==> src/rtl/ean13_pkg.sv <==
// Shared EAN-13 definitions: code geometry, FSM state encoding and a digit-extract helper.
package ean13_pkg;

    localparam int unsigned EAN13_DIGITS  = 13;
    localparam int unsigned EAN13_DIGIT_W = 4;
    localparam int unsigned EAN13_CODE_W  = 52;

    typedef enum logic [1:0] {
        ST_IDLE    = 2'd0,
        ST_CHECK   = 2'd1,
        ST_FINAL   = 2'd2,
        ST_COMPARE = 2'd3
    } ean13_state_e;

    // Digit k (0 = leading, 12 = check digit) sits at [51-4k -: 4].
    function automatic logic [EAN13_DIGIT_W-1:0] ean13_digit(
        input logic [EAN13_CODE_W-1:0] code,
        input logic [3:0]              k
    );
        logic [EAN13_CODE_W-1:0] sh;
        sh = code >> (EAN13_DIGIT_W * (EAN13_DIGITS - 1 - 32'(k)));
        return sh[EAN13_DIGIT_W-1:0];
    endfunction

endpackage

==> src/rtl/ean13_checksum_seq.sv <==
// Sequential EAN-13 check-digit verifier: one weighted digit per clock, then a final
// compare of the computed check digit against digit 12.
module ean13_checksum_seq
    import ean13_pkg::*;
(
    input  logic                    i_clk,
    input  logic                    i_rst,
    input  logic                    i_start,
    input  logic [EAN13_CODE_W-1:0] i_code,
    output logic                    o_done,
    output logic                    o_ok
);

    localparam int unsigned SUM_W = 8;
    localparam int unsigned IDX_W = 4;

    ean13_state_e             r_state, w_state_nxt;
    logic [EAN13_CODE_W-1:0]  r_code, w_code_nxt;
    logic [SUM_W-1:0]         r_sum, w_sum_nxt;
    logic [IDX_W-1:0]         r_idx, w_idx_nxt;
    logic                     r_bad, w_bad_nxt;
    logic                     r_done, w_done_nxt;
    logic                     r_ok, w_ok_nxt;

    logic [EAN13_DIGIT_W-1:0] w_digit;
    logic [EAN13_DIGIT_W-1:0] w_check;
    logic [SUM_W-1:0]         w_weighted;
    logic [SUM_W-1:0]         w_expected;

    always_ff @(posedge i_clk or posedge i_rst) begin
        if (i_rst) begin
            r_state <= ST_IDLE;
            r_code  <= '0;
            r_sum   <= '0;
            r_idx   <= '0;
            r_bad   <= 1'b0;
            r_done  <= 1'b0;
            r_ok    <= 1'b0;
        end else begin
            r_state <= w_state_nxt;
            r_code  <= w_code_nxt;
            r_sum   <= w_sum_nxt;
            r_idx   <= w_idx_nxt;
            r_bad   <= w_bad_nxt;
            r_done  <= w_done_nxt;
            r_ok    <= w_ok_nxt;
        end
    end

    // Odd positions weigh 3, even positions 1; max sum 216 fits 8 bits.
    always_comb begin
        w_state_nxt = r_state;
        w_code_nxt  = r_code;
        w_sum_nxt   = r_sum;
        w_idx_nxt   = r_idx;
        w_bad_nxt   = r_bad;
        w_done_nxt  = 1'b0;
        w_ok_nxt    = r_ok;

        w_digit    = ean13_digit(r_code, r_idx);
        w_check    = ean13_digit(r_code, 4'd12);
        w_weighted = r_idx[0] ? SUM_W'(w_digit) * SUM_W'(3) : SUM_W'(w_digit);
        w_expected = (SUM_W'(10) - (r_sum % SUM_W'(10))) % SUM_W'(10);

        case (r_state)
            ST_IDLE: begin
                if (i_start) begin
                    w_code_nxt  = i_code;
                    w_sum_nxt   = '0;
                    w_idx_nxt   = '0;
                    w_bad_nxt   = 1'b0;
                    w_state_nxt = ST_CHECK;
                end
            end
            ST_CHECK: begin
                w_sum_nxt = r_sum + w_weighted;
                if (w_digit > EAN13_DIGIT_W'(9)) begin
                    w_bad_nxt = 1'b1;
                end
                if (r_idx == IDX_W'(11)) begin
                    w_state_nxt = ST_FINAL;
                end else begin
                    w_idx_nxt = r_idx + IDX_W'(1);
                end
            end
            ST_FINAL: begin
                w_ok_nxt    = !r_bad && (w_check <= EAN13_DIGIT_W'(9))
                              && (w_expected == SUM_W'(w_check));
                w_done_nxt  = 1'b1;
                w_state_nxt = ST_IDLE;
            end
            default: begin
                w_state_nxt = ST_IDLE;
            end
        endcase
    end

    assign o_done = r_done;
    assign o_ok   = r_ok;

endmodule

==> src/rtl/ean13_code_validator.sv <==
// EAN-13 candidate filter: checksum-verifies each candidate and publishes a code after
// CONFIRM_COUNT identical valid repeats. Optional error counter: EAN13_VALIDATOR_ERRCNT_EN.
module ean13_code_validator
    import ean13_pkg::*;
#(
    parameter int unsigned CONFIRM_COUNT  = 3,
    parameter int unsigned TIMEOUT_FRAMES = 30
) (
    input  logic                    iClk,
    input  logic                    iRst,
    input  logic [EAN13_CODE_W-1:0] iDataCode,
    input  logic                    iNewData,
    input  logic                    iFrameStart,
    output logic [EAN13_CODE_W-1:0] oCode,
    output logic                    oCodeValid,
    output logic                    oNewCode,
    output logic                    oChecksumErr,
    output logic [15:0]             oErrCount,
    output logic                    oBusy
);

    localparam int unsigned MATCH_W  = 4;
    localparam int unsigned FRAME_W  = 16;
    localparam int unsigned ERRCNT_W = 16;

    ean13_state_e            r_state, w_state_nxt;
    logic [EAN13_CODE_W-1:0] r_cand, w_cand_nxt;
    logic [EAN13_CODE_W-1:0] r_last_cand, w_last_cand_nxt;
    logic [MATCH_W-1:0]      r_match, w_match_nxt;
    logic [FRAME_W-1:0]      r_frames, w_frames_nxt;
    logic [EAN13_CODE_W-1:0] r_code, w_code_nxt;
    logic                    r_code_valid, w_code_valid_nxt;
    logic                    r_new_code, w_new_code_nxt;
    logic                    r_chk_err, w_chk_err_nxt;
    logic                    r_busy, w_busy_nxt;
`ifdef EAN13_VALIDATOR_ERRCNT_EN
    logic [ERRCNT_W-1:0]     r_err_cnt, w_err_cnt_nxt;
`endif

    logic                    w_start;
    logic                    w_done;
    logic                    w_ok;
    logic                    w_ok_cmp;
    logic                    w_frame_evt;
    logic [FRAME_W-1:0]      w_frames_inc;

    assign w_start = (r_state == ST_IDLE) && iNewData;

    ean13_checksum_seq u_checksum (
        .i_clk   (iClk),
        .i_rst   (iRst),
        .i_start (w_start),
        .i_code  (iDataCode),
        .o_done  (w_done),
        .o_ok    (w_ok)
    );

    always_ff @(posedge iClk or posedge iRst) begin
        if (iRst) begin
            r_state      <= ST_IDLE;
            r_cand       <= '0;
            r_last_cand  <= '0;
            r_match      <= '0;
            r_frames     <= '0;
            r_code       <= '0;
            r_code_valid <= 1'b0;
            r_new_code   <= 1'b0;
            r_chk_err    <= 1'b0;
            r_busy       <= 1'b0;
`ifdef EAN13_VALIDATOR_ERRCNT_EN
            r_err_cnt    <= '0;
`endif
        end else begin
            r_state      <= w_state_nxt;
            r_cand       <= w_cand_nxt;
            r_last_cand  <= w_last_cand_nxt;
            r_match      <= w_match_nxt;
            r_frames     <= w_frames_nxt;
            r_code       <= w_code_nxt;
            r_code_valid <= w_code_valid_nxt;
            r_new_code   <= w_new_code_nxt;
            r_chk_err    <= w_chk_err_nxt;
            r_busy       <= w_busy_nxt;
`ifdef EAN13_VALIDATOR_ERRCNT_EN
            r_err_cnt    <= w_err_cnt_nxt;
`endif
        end
    end

    always_comb begin
        w_state_nxt      = r_state;
        w_cand_nxt       = r_cand;
        w_last_cand_nxt  = r_last_cand;
        w_match_nxt      = r_match;
        w_frames_nxt     = r_frames;
        w_code_nxt       = r_code;
        w_code_valid_nxt = r_code_valid;
        w_new_code_nxt   = 1'b0;
        w_chk_err_nxt    = 1'b0;
        w_busy_nxt       = r_busy;
`ifdef EAN13_VALIDATOR_ERRCNT_EN
        w_err_cnt_nxt    = r_err_cnt;
`endif

        // A valid result resets the frame counter, so it masks a same-cycle frame pulse.
        w_ok_cmp     = (r_state == ST_COMPARE) && w_ok;
        w_frame_evt  = iFrameStart && !w_ok_cmp;
        w_frames_inc = r_frames + FRAME_W'(1);

        if (w_frame_evt) begin
            if ((TIMEOUT_FRAMES != 0) && (w_frames_inc == FRAME_W'(TIMEOUT_FRAMES))) begin
                w_code_valid_nxt = 1'b0;
                w_match_nxt      = '0;
                w_frames_nxt     = '0;
            end else begin
                w_frames_nxt = w_frames_inc;
            end
        end

        case (r_state)
            ST_IDLE: begin
                if (iNewData) begin
                    w_cand_nxt  = iDataCode;
                    w_busy_nxt  = 1'b1;
                    w_state_nxt = ST_CHECK;
                end
            end
            ST_CHECK: begin
                if (w_done) begin
                    w_state_nxt = ST_COMPARE;
                end
            end
            ST_COMPARE: begin
                w_state_nxt = ST_IDLE;
                w_busy_nxt  = 1'b0;
                if (!w_ok) begin
                    w_chk_err_nxt = 1'b1;
                    w_match_nxt   = '0;
`ifdef EAN13_VALIDATOR_ERRCNT_EN
                    if (r_err_cnt != {ERRCNT_W{1'b1}}) begin
                        w_err_cnt_nxt = r_err_cnt + ERRCNT_W'(1);
                    end
`endif
                end else begin
                    if (r_cand == r_last_cand) begin
                        w_match_nxt = (r_match >= MATCH_W'(CONFIRM_COUNT))
                                      ? r_match : r_match + MATCH_W'(1);
                    end else begin
                        w_last_cand_nxt = r_cand;
                        w_match_nxt     = MATCH_W'(1);
                    end
                    w_frames_nxt = '0;
                    // Re-confirming the code already on display stays silent.
                    if ((w_match_nxt == MATCH_W'(CONFIRM_COUNT))
                        && (!r_code_valid || (r_code != r_cand))) begin
                        w_code_nxt       = r_cand;
                        w_code_valid_nxt = 1'b1;
                        w_new_code_nxt   = 1'b1;
                    end
                end
            end
            default: begin
                w_state_nxt = ST_IDLE;
                w_busy_nxt  = 1'b0;
            end
        endcase
    end

    assign oCode        = r_code;
    assign oCodeValid   = r_code_valid;
    assign oNewCode     = r_new_code;
    assign oChecksumErr = r_chk_err;
    assign oBusy        = r_busy;
`ifdef EAN13_VALIDATOR_ERRCNT_EN
    assign oErrCount    = r_err_cnt;
`else
    assign oErrCount    = '0;
`endif

endmodule

==> config.mk <==
export PLATFORM = sky130hd
export DESIGN_NAME = ean13_code_validator
export DESIGN_NICKNAME = d
export VERILOG_FILES = /design/src/rtl/ean13_pkg.sv /design/src/rtl/ean13_checksum_seq.sv /design/src/rtl/ean13_code_validator.sv
export SDC_FILE = /design/constraint.sdc
export NUM_CORES = 1
export LEC_CHECK = 0
export BUFFER_PORTS_ARGS = -buffer_cell sky130_fd_sc_hd__buf_2
export CORE_ASPECT_RATIO = 1.2
export CORE_MARGIN = 4
export CORE_UTILIZATION = 36
export DETAILED_ROUTE_END_ITERATION = 16
export MAX_ROUTING_LAYER = met4
export PLACE_DENSITY = 0.63
export SYNTH_ARGS = -nofsm -noshare
export SYNTH_HDL_FRONTEND = slang
export SYNTH_SLANG_ARGS = --single-unit
export TNS_END_PERCENT = 50
==> constraint.sdc <==
create_clock -name iClk -period 11.7 [get_ports iClk]
set_input_delay 2.34 -clock iClk [delete_from_list [all_inputs] [get_ports iClk]]
set_output_delay 2.34 -clock iClk [all_outputs]
set_load 0.02 [all_outputs]
# --- After elaboration in Yosys (flattened, before gate mapping) ---
# Cells that the tools add are included.
totals:
  inputBits: 56
  register_bits: 251
  output_inout_bits: 72
  wordCells: 114
classes:
  div: 2
  n_reduce_logical: 26
  n_mux: 40
  n_mul: 1
  n_shift: 1
  n_lt_le_gt_ge: 3
  n_eq_ne: 16
  add_sub_neg: 6
  bitwise: 2
op_table:
  columns: ["operator", "n"]
  rows:
  - ["$mux 16", 4]
  - ["$eq 52x52->1", 1]
  - ["$ne 52x52->1", 1]
  - ["$shr 52x32->4", 1]
  - ["$mux 4", 10]
  - ["$add 16x1->16 const B", 1]
  - ["$eq 16x5->1 const B", 1]
  - ["$mod 8x4->8 const B", 2]
  - ["$pmux 8 s2", 1]
  - ["$mux 1", 14]
  - ["$reduce_and 2->1", 7]
  - ["$reduce_and 3->1", 4]
  - ["$add 4x1->4 const B", 2]
  - ["$add 8x8->8", 1]
  - ["$eq 8x4->1", 1]
  - ["$mux 2", 4]
  - ["$mux 8", 1]
  - ["$ne 2x1->1 const B", 4]
  - ["$pmux 2 s2", 2]
  - ["$pmux 4 s2", 1]
  - ["$sub 4x8->8 const A", 1]
  - ["$logic_and 1x1->1", 6]
  - ["$mul 4x2->6 const B", 1]
  - ["$mux 6", 1]
  - ["other kinds (15)", 25]

# --- Longest topological paths before layout ---
logic_depth:
  depth_word: 10
  depth_mapped: 24
  depth_no_buf: 20

# --- By module ---
# A second synthesis with hierarchy kept.
unflattened:
  hier_cells: 1070
  area_unflattened_um2: 13007.5
by_module_without_submodules:
  columns: ["mod", "cells_each", "seq_area_each_um2", "area_each_um2", "n_inst"]
  rows:
  - ["ean13_code_validator", 667, 4554.4, 8558.2, 1]
  - ["ean13_checksum_seq", 403, 1726.7, 4449.3, 1]

# --- Worst setup path before layout ---
# Ideal clock, no wire load.
synth_timing:
  path_kind: "reg2reg"
  start: "register u_checksum.r_idx[0]"
  end: "register u_checksum.r_sum[6]"
  t_required_ns: 11.579
  setup_time_ns: 0.121
  arrival_ns: 4.954
  period_less_slack_ns: 5.075
  path_slack_ns: 6.625
  path_stages_with_launch: 25
  path_buffers: 4
  path_cell_list: "dfrtp_1 -> clkbuf_1 -> buf_2 -> clkbuf_1 -> inv_1 -> ha_1 -> clkbuf_1 -> mux4_2 -> nand2_1 -> nand3_1 -> o211ai_1 -> inv_1 -> ha_1 -> fa_1 -> nand2_1 -> o21ai_0 -> ha_1 -> nor2b_1 -> o21ai_0 -> nand2b_1 -> a21o_1 -> a21oi_1 -> nor3_1 -> a21o_1 -> a22o_1"
synth_between:
  elab_chain_len: 6
synth_rtl:
  columns: ["item", "line_no", "rtl"]
  rows:
  - ["from (decl)", "ean13_checksum_seq.sv:20", "logic [IDX_W-1:0] r_idx, w_idx_nxt;"]
  - ["from (signal assigned)", "ean13_checksum_seq.sv:43", "r_idx <= w_idx_nxt;"]
  - ["$sub 4x4->5", "ean13_pkg.sv:21", "sh = code >> (EAN13_DIGIT_W * (EAN13_DIGITS - 1 - 32'(k)));"]
  - ["$shr 52x32->4", "ean13_pkg.sv:21", null]
  - ["$mul 4x2->6", "ean13_checksum_seq.sv:62", "w_weighted = r_idx[0] ? SUM_W'(w_digit) * SUM_W'(3) : SUM_W'(w_digit);"]
  - ["$mux 6 *", "ean13_checksum_seq.sv:62", null]
  - ["$add 8x8->8 *", "ean13_checksum_seq.sv:76", "w_sum_nxt = r_sum + w_weighted;"]
  - ["$pmux 8 s2 *", "ean13_checksum_seq.sv:65", "case (r_state)"]
  - ["to (signal assigned)", "ean13_checksum_seq.sv:42", "r_sum <= w_sum_nxt;"]
  - ["to (decl)", "ean13_checksum_seq.sv:19", "logic [SUM_W-1:0] r_sum, w_sum_nxt;"]
# Every way passes the cells marked *; elsewhere a longest branch is shown, timed or not.
# A chain may end at the register's enable or synchronous reset.

# --- Final worst setup path ---
# Ends and elaborated chain as after synthesis.

==> results.md <==
- Status: finished clean
- Final min period: 5.54 ns
- Ports: 128
- Initial DRC count: 529
- Vias in the first global route: 8439
- Die area: 38400 um^2
- Flop2flop setup slack: 6.16 ns
- Global route total overflow: 0
- Critical path's slowest cell: dfrtp_1
- Max Cap Viol: 0
- DP HPWL: 22800 um
- Final period util: 47.4%
- Critical path class: reg -> reg
- Syn Inst Count: 1053
- Final Hold Viols: 0
- PortBufs: 111
- Reg2Reg Launch Point: u_checksum.r_idx[0]
- Total CTS buffers: 25
- Chip Height: 214 um
- Total power draw: 3.53 mW
- Critical path peak fanout: 24
- Clk_lat worst skew: 0.52 ns
- Sink Count: 251
- Syn avg cell area: 12.1 um^2
- Startpoint type of the worst setup path: flip-flop
- Initial antenna violation count: 2
- PwrDens: 244 nW/um^2
- Async set-or-reset flop fraction in the synthesized netlist: 100%
- FF-to-FF End: u_checksum.r_sum[6]
- Worst Hold Margin: 0.477 ns
- Synth Warn #: 0
- WL final: 30900 um
- Post CTS Setup Buffer Count: 0
- Fin util: 41.4%
- Tightest Pin Transition: 1.04 ns
- Unrepaired setup endpoints after global routing: no
- Top_reg_cell synth: dfrtp_1
- Fin Clk Skew: 0.0146 ns
- Post-CTS sizing: 0
- Crit. End Element: flip-flop
- Fmax: 180 MHz
- First-pass GRT wire length: 49200 um
- CTS clk-pin slew, worst paths: 0.06 ns
- Area share of the largest cell type after synthesis: 49.4%
- Final Worst Setup Slack: 6.16 ns
- Most common cell after layout, fill and taps aside: dfrtp_1
- CTS tree: done
- Number of enable flip-flop cells after synthesis: 0
- Layout cells sized above 1: 32.4%
- Row cnt: 75
- Final setup fails: 0
- Nets: 1230
- Top cells by area, synth: dfrtp_1, mux2_2, xnor2_1, xor2_1, mux4_2
- Max IR drop VDD: 128 uV
- CTS Root Cell: clkbuf_16
- Hold buffer count at cts: 0
- Required time at the endpoint of the critical path: 12.11 ns
- Gr usage total: 16.3%
- Most frequent cells in the layout: dfrtp_1, mux2_2, buf_2
- Area delta synth->final: 13.7%
- Slowest stage delay, CP: 1.02 ns
- R2R cell count: 20
- Yosys reg bits: 251
- TNS Setup: 0 ns
- CTS Buffer Depth: 3
- Count of pins over their slew limit: 0
- H-tree levels: 1
- WL per Instance: 18.9 um
- Crit path cell chain: inv_1 > ha_1 > mux4_2 > nand2_1 > nand2_1 > o211ai_1 > inv_1 > ha_1 > fa_1 > nand2_1 > o21ai_0 > ha_1 > nor2b_1 > o21ai_0 > nand2b_1 > a21o_1 > a21oi_1 > nor3_1 > a21o_1 > a22o_1
- Worst EP arrival: 5.95 ns
- Count of cell types in the netlist: 77
- Sequential area share after synthesis: 49.4%
- Setup slack after placement: 6.19 ns
- Static Leak: 6.94 nW
- TritonRoute pass-1 iters: 4
- Vias per std cell: 5.15
- DRT antenna net count: 0
- Initial Utilization: 36.4%
- Slew headroom: 30.9%
- Largest net degree at the start of global routing: 166
- Cell taking the most area after synthesis: dfrtp_1
- Die Width: 180 um
- GP Congestion: 0.829
- DRC: 0
- Synth Cell Area: 12700 um^2
- Hold WC Path Type: reg -> reg
- CP startpoint: u_checksum.r_idx[0]
- CP Capture Point: u_checksum.r_sum[6]
- Vias: 8403
- Core footprint: 34900 um^2
## where the power goes
group	switching, mW	total (mW)	leakage, nW	internal [mW]
combinational	0.669	1.33	3.22	0.661
clock	0.331	0.783	0.394	0.451
sequential	0.326	1.41	3.33	1.09
total	1.33	3.53	6.94	2.20
## worst max-delay path: cells and delay by family, from the launching register on
family | cells | cell delay [ns]
adders and majority gates | 4 | 1.78
AOI/OAI and AO/OA | 7 | 1.29
DFF | 1 | 1.02
and+or+nand+nor | 6 | 0.54
buffers and inverters | 2 | 0.41
muxes | 1 | 0.40
## how the worst min path moves through the flow
| stage | to | start | depth (start not counted) |
|---|---|---|---|
| after floorplan | u_checksum.r_bad | u_checksum.r_bad | 1 |
| after global placement | u_checksum.r_bad | u_checksum.r_bad | 1 |
| after detailed placement | u_checksum.r_bad | u_checksum.r_bad | 1 |
| after CTS | u_checksum.r_bad | u_checksum.r_bad | 1 |
| after global routing | oBusy | oBusy | 1 |
| final | u_checksum.r_bad | u_checksum.r_bad | 1 |
## registers in the layout, summed over array words and instances (netlist names)
signal,flops
u_checksum.r_bad,1
r_frames,16
oNewCode,1
oCodeValid,1
u_checksum.o_done,1
u_checksum.r_idx,4
r_cand,52
r_match,4
oBusy,1
u_checksum.r_code,52
u_checksum.o_ok,1
oCode,52
oChecksumErr,1
r_last_cand,52
u_checksum.r_state,2
u_checksum.r_sum,8
r_state,2
## final cells by class
| class | count | area (um^2) |
|---|---|---|
| antenna | 3 | 7.51 |
| clock buffer | 35 | 723 |
| clock inverter | 8 | 71.3 |
| fill | 3351 | 20400 |
| inverter | 36 | 143 |
| multi-input combinational | 720 | 6050 |
| sequential | 251 | 6280 |
| tap | 462 | 578 |
| timing repair buffer | 117 | 613 |
## synth_stat cells (all sizes together) (5+ instances only)
library cell,n
nor2b,7
xor2,57
a22o,9
o22ai,5
ha,21
nor2,37
o211ai,7
o21ai,35
a31oi,6
nor3b,6
clkbuf,30
mux2,202
mux4,12
a21o,10
nor3,15
xnor2,62
dfrtp,251
nand3,19
nor4,22
and3,9
nand4,17
nand2,63
inv,36
a21oi,22
buf,31
## routing by layer
layer,vias to the layer above,global-route usage [%],part of all wire (%)
li1,3920,-,-
met1,4290,21.7,46
met2,156,26.3,49
met3,37,2.26,3.2
met4,0,4.60,2.5
met5,-,-,0
## cell families after synthesis
family / synth area share (%)
other: 0.0295
flip-flops: 49.4
AND/OR/NAND/NOR: 9.28
AO/OA/AOI/OAI: 6.83
adder cells (fa/ha/maj): 2.38
multiplexers: 20.2
XOR/XNOR: 8.19
buffers and inverters: 3.66
## stage by stage
stage,instance area [um^2],std cells
floorplan,12800,1068
global placement,13700,1586
detailed placement,13700,1586
CTS,14500,1629
global route,14500,1631
finish,14500,1632
(Power assumes the default switching activity.)
